[src/rtl/btn_pulse_gen.sv]
// btn_pulse_gen
//   Front-panel button conditioner. Each raw active-high button is passed
//   through a two-flop synchroniser, then a per-button FSM that debounces
//   press and release independently and emits one single-cycle pulse per
//   qualified press, with optional auto-repeat while the button stays held.
//
// Ports
//   clk    in   1      system clock, all logic on the rising edge
//   rst_n  in   1      asynchronous active-low reset
//   btn    in   N_BTN  raw asynchronous button levels, 1 = pressed
//   bto    out  N_BTN  registered one-cycle press pulses, one bit per button
//
// Parameters
//   N_BTN       number of buttons
//   DEB_CYCLES  stable samples needed to qualify a press or a release (>=1)
//   RPT_DELAY   cycles from the press pulse to the first repeat pulse
//   RPT_PERIOD  cycles between later repeat pulses; 0 disables auto-repeat

module btn_pulse_gen #(
    parameter int unsigned N_BTN      = 4,
    parameter int unsigned DEB_CYCLES = 1000000,
    parameter int unsigned RPT_DELAY  = 50000000,
    parameter int unsigned RPT_PERIOD = 10000000
) (
    input  logic             clk,
    input  logic             rst_n,
    input  logic [N_BTN-1:0] btn,
    output logic [N_BTN-1:0] bto
);

    localparam int unsigned MAX_A = (DEB_CYCLES > RPT_DELAY) ? DEB_CYCLES : RPT_DELAY;
    localparam int unsigned MAX_V = (MAX_A > RPT_PERIOD) ? MAX_A : RPT_PERIOD;
    localparam int unsigned CW    = $clog2(64'(MAX_V) + 64'd1);

    typedef logic [CW-1:0] cnt_t;

    localparam cnt_t DEB_C = cnt_t'(DEB_CYCLES);
    localparam cnt_t DLY_C = cnt_t'(RPT_DELAY);
    localparam cnt_t PER_C = cnt_t'(RPT_PERIOD);

    typedef enum logic [1:0] {
        IDLE,
        ARM,
        HELD,
        REL
    } state_t;

    logic [N_BTN-1:0] sync1;
    logic [N_BTN-1:0] s;

    always_ff @(posedge clk or negedge rst_n) begin
        if (!rst_n) begin
            sync1 <= '0;
            s     <= '0;
        end else begin
            sync1 <= btn;
            s     <= sync1;
        end
    end

    for (genvar i = 0; i < N_BTN; i++) begin : g_btn
        state_t      state;
        cnt_t        cnt;
        cnt_t        rcnt;
        logic        rpt_phase;
        logic        pulse;
        cnt_t        cnt_inc;
        cnt_t        rcnt_inc;
        cnt_t        rlimit;
        logic [CW:0] rnext;

        // Saturating increments; one extra bit on rnext keeps the compare
        // exact even when rcnt sits at its terminal value.
        always_comb begin
            cnt_inc  = (cnt == '1) ? cnt : cnt + cnt_t'(1);
            rcnt_inc = (rcnt == '1) ? rcnt : rcnt + cnt_t'(1);
            rlimit   = rpt_phase ? PER_C : DLY_C;
            rnext    = {1'b0, rcnt} + (CW+1)'(1);
        end

        always_ff @(posedge clk or negedge rst_n) begin
            if (!rst_n) begin
                state     <= IDLE;
                cnt       <= '0;
                rcnt      <= '0;
                rpt_phase <= 1'b0;
                pulse     <= 1'b0;
            end else begin
                pulse <= 1'b0;
                case (state)
                    IDLE: begin
                        if (s[i]) begin
                            state <= ARM;
                            cnt   <= cnt_t'(1);
                        end
                    end
                    ARM: begin
                        if (!s[i]) begin
                            state <= IDLE;
                            cnt   <= '0;
                        end else if (cnt == DEB_C) begin
                            state     <= HELD;
                            pulse     <= 1'b1;
                            rcnt      <= '0;
                            rpt_phase <= 1'b0;
                        end else begin
                            cnt <= cnt_inc;
                        end
                    end
                    HELD: begin
                        if (!s[i]) begin
                            state <= REL;
                            cnt   <= cnt_t'(1);
                        end else if (RPT_PERIOD != 0) begin
                            // A pulse cycle suppresses a pulse on the next
                            // cycle; the timer keeps running so the deferred
                            // pulse lands one cycle later.
                            if (rnext >= {1'b0, rlimit} && !pulse) begin
                                pulse     <= 1'b1;
                                rcnt      <= '0;
                                rpt_phase <= 1'b1;
                            end else begin
                                rcnt <= rcnt_inc;
                            end
                        end
                    end
                    REL: begin
                        if (s[i]) begin
                            state     <= HELD;
                            rcnt      <= '0;
                            rpt_phase <= 1'b0;
                        end else if (cnt == DEB_C) begin
                            state <= IDLE;
                            cnt   <= '0;
                        end else begin
                            cnt <= cnt_inc;
                        end
                    end
                    default: begin
                        state <= IDLE;
                        cnt   <= '0;
                    end
                endcase
            end
        end

        assign bto[i] = pulse;
    end

endmodule

[config.mk]
export PLATFORM = sky130hd
export DESIGN_NAME = btn_pulse_gen
export DESIGN_NICKNAME = d
export VERILOG_FILES = /design/src/rtl/btn_pulse_gen.sv
export SDC_FILE = /design/constraint.sdc
export NUM_CORES = 1
export LEC_CHECK = 0
export BUFFER_PORTS_ARGS = -buffer_cell sky130_fd_sc_hd__buf_2
export CAP_MARGIN = 20
export CORE_ASPECT_RATIO = 1.1
export CORE_MARGIN = 5
export CORE_UTILIZATION = 45
export DETAILED_ROUTE_END_ITERATION = 16
export GPL_ROUTABILITY_DRIVEN = 0
export PLACE_DENSITY_LB_ADDON = 0.2
export SYNTH_ARGS = -nofsm -noshare
export SYNTH_HDL_FRONTEND = slang
export SYNTH_SLANG_ARGS = --single-unit
[constraint.sdc]
create_clock -name clk -period 5 [get_ports clk]
set_input_delay 0.5 -clock clk [delete_from_list [all_inputs] [get_ports clk]]
set_output_delay 0.5 -clock clk [all_outputs]
set_load 0.01 [all_outputs]
==> summary.txt <==
Run status
  • Outcome: finished, final reports clean

Routing
  • Total Wirelength: 33500 um
  • Post-route ant nets: 0
  • Vias/cell: 5.90
  • DRC viols: 0
  • WL/cell: 15.7 um
  • DR iter-0 viols: 685
  • Vias: 12600
  • DR pass1 iterations: 5

GRT
  • GR Util All Layers: 18.1%
  • Grt ovf: 0
  • Largest net degree at the start of global routing: 128
  • Initial antenna violation count: 0
  • First-pass GRT wire length: 58400 um
  • Vias in the first global route: approximately 12000

Clock network
  • Post-CTS Resized: 0
  • Post-CTS setup buffers: 0
  • Worst-path clk slew: 0.06 ns
  • TritonCTS clock tree: yes
  • Root buf cell: clkbuf_16
  • Total CTS buffers: 27
  • Clock sink count: 232
  • H-tree depth: 1
  • CTS max path bufs: 3
  • Post-CTS Hold Buffers: 0
  • Skew-Pair Late Insertion Delay: ~0.54 ns

Setup path
  • Crit. End Element: flip-flop
  • Worst R2R End: g_btn[0].rcnt[23]
  • Critical Path RT: 5.43 ns
  • Slowest stage delay, CP: approximately 0.52 ns
  • Startpoint Class: flip-flop
  • Worst R2R Path Depth: 16
  • Reg2reg setup slack: 0.83 ns
  • Crit Path Max Fanout: 22
  • Launching point of the worst reg2reg path: g_btn[0].rcnt[0]
  • Crit-path cells: ha_1, nand4_1, nor4_4, buf_4, nand2_1, nor2_1, xor2_1, ha_1, a21o_1, nand4_1, a21oi_1, a221oi_1, o221ai_1, a31o_2, or3_1, o31ai_1
  • Crit Path Category: reg -> reg
  • Worst EP arrival: 4.60 ns
  • Critical Path Slowest Stage Cell: or3_1

Timing
  • Tightest hold margin: 0.0364 ns
  • Hold Fails Final Rpt: 0
  • Fin. max-slew vios: 0
  • Tcrit/Tclk final: between 80% and 90%
  • Maximum clock rate: 0.240 GHz
  • Least-Margin Pin Slew: 1.09 ns
  • Setup total negative slack: 0 ns
  • Clock Skews: 0.0109 ns
  • Final Worst Setup Slack: 0.828 ns
  • Max-slew headroom: 26.7%
  • RSZ-0062 raised after global routing: false
  • Endpoints failing setup: 0
  • Crit path time final: 4.17 ns

Cells and area
  • Final net count: between 1500 and 2000
  • Layout overhead on the synthesized area: 7.92%
  • Antenna Cells: 0
  • Final-layout fill cell count: 3097
  • Share of cells above drive strength 1: between 6 and 7%

Place
  • Setup WS pre-CTS: ~0.84 ns
  • Dpl hpwl: roughly 23000 um
  • Port bufs: 9

Power and ir drop
  • Lkg Pwr: between 7 and 8 nW
  • Worst vdd ir: 0.287 mV
  • P per Cell Area: roughly 360 nW/um^2

Synthesis
  • Library cells used by synthesis: 90
  • Synthesized area: 14900 um^2
  • Cell count after synthesis: 1706
  • Syn Area/Cell: 8.71 um^2
  • Synthesized flop and latch total: 232
  • Post-Syn Nets: 1776
  • Post-synth top flop: dfrtp_1
  • Async S/R FF share, synth: 100%
  • Syn. warnings: 0
  • Post-synth EDFFs: 0
  • Seq/Total Area, Yosys: 39.1%

Min path
  • Hold Crit Class: in -> async

Floorplan
  • Die width: 183 um
  • Chip height: 201 um
  • DIE AREA: 36800 um^2
  • Std-Cell Rows: 69
  • Core area: 32500 um^2
  • Initial Utilization: about 46%
  • Ports: 10

Run
  • Max cap viols: 0
layer usage:
metal | vias up | global-route usage, % | wire, um
met1 | 6124 | 24.0 | 15300
met2 | 211 | 31.5 | 16300
met3 | 41 | 2.43 | 1340
met5 | - | 0 | 0
li1 | 6218 | - | -
met4 | 0 | 3.96 | 536
synth_stat cells (12+ instances only):
library cell	number	share of area, %
dfrtp_1	232	39
nand2_1	132	3.3
a21oi_1	95	3.2
nor4_1	34	1.4
ha_1	64	5.4
xor2_1	61	3.6
and3_1	41	1.7
and4_1	18	1.1
nor3_1	61	2.1
or2_2	12	0.51
or3_1	31	1.3
a22o_1	35	2.1
nor2_1	201	5.1
xnor2_1	47	2.8
nand3_1	96	3.2
a31oi_1	16	0.67
inv_1	59	1.5
o21ai_0	100	3.4
a21o_1	30	1.5
buf_2	12	0.40
and2_1	20	0.84
o31ai_1	15	0.76
clkbuf_1	39	0.99
nand4_1	61	2.6
final cells by class:
| class | count | area [um^2] | area share [%] |
|---|---|---|---|
| repair buffers | 22 | 163 | 1.01 |
| inverters | 59 | 221 | 1.38 |
| clock buffers | 40 | 764 | 4.77 |
| well taps | 426 | 533 | 3.32 |
| flip-flops and latches | 232 | 5810 | 36.2 |
| multi-input cells | 1351 | 8520 | 53.1 |
| clock inverters | 5 | 25.0 | 0.156 |
how the worst max path moves through the flow:
stage | start | endpoint | slack [ns] | cells after the start
global placement | g_btn[1].rcnt[0] | g_btn[1].rcnt[25] | 0.98 | 14
finish | g_btn[0].rcnt[0] | g_btn[0].rcnt[23] | 0.83 | 16
global route | g_btn[1].rcnt[0] | g_btn[1].rcnt[1] | 0.45 | 14
detailed placement | g_btn[0].rcnt[0] | g_btn[0].rcnt[5] | 0.84 | 16
CTS | g_btn[0].rcnt[0] | g_btn[0].rcnt[5] | 0.81 | 16
floorplan | g_btn[0].rcnt[0] | g_btn[0].rcnt[23] | 1.40 | 16
worst max-delay path: cells and delay by family, from the launching register on:
kind                       cells  cell delay [ns]
DFF                            1             0.42
buffers and inverters          1             0.19
adders and majority gates      2             0.50
xor gates and xnor gates       1             0.18
AOI/OAI and AO/OA              6             1.31
and+or+nand+nor                6             1.46
sequential cells by signal, summed over array words and instances, names as in the netlist, named ones only:
signal / cells
g_btn.cnt: 104
g_btn.rcnt: 104
g_btn.pulse: 4
g_btn.rpt_phase: 4
g_btn.state: 4
s: 4
sync1: 4
placed cells by master, fill, tap and decap left out, drive strengths merged, types with 7 or more instances in the layout:
cell / instances
a211oi: 7
a21o: 30
a21oi: 95
a22o: 35
a31o: 11
a31oi: 17
and2: 22
and3: 41
and4: 18
buf: 21
clkbuf: 41
dfrtp: 232
ha: 64
inv: 59
mux2i: 8
nand2: 132
nand3: 97
nand4: 63
nor2: 202
nor2b: 8
nor3: 64
nor3b: 10
nor4: 37
nor4b: 9
o21ai: 104
o31ai: 18
or2: 13
or3: 32
or4: 8
xnor2: 47
xor2: 61
power by group:
part | switching (W) | total [W] | internal [W]
registers | 0.000142 | 0.00213 | 0.00199
logic | 0.00131 | 0.00189 | 0.000575
clock network | 0.000750 | 0.00179 | 0.00104
total | 0.00220 | 0.00581 | 0.00361
per-stage QoR:
step	std cells	power, W	cell area [um^2]	utilization, %
finish	2135	0.00581	16000	49.4
global route	2135	0.00624	16000	49.4
CTS	2134	0.00590	16000	49.4
detailed placement	2089	0.00406	15200	46.9
global placement	2089	0.00403	15200	46.9
floorplan	1706	0.00354	14900	-
logic make-up after synthesis:
logic type               Yosys count  synth area share (%)
multiplexers                      11                 0.766
buffers and inverters            123                  3.57
AND/OR/NAND/NOR                  772                  27.1
XOR/XNOR                         108                  6.37
adder cells (fa/ha/maj)           64                  5.39
AO/OA/AOI/OAI                    396                  17.8
flip-flops                       232                  39.1
No activity file was read; power rests on OpenSTA's default activity.
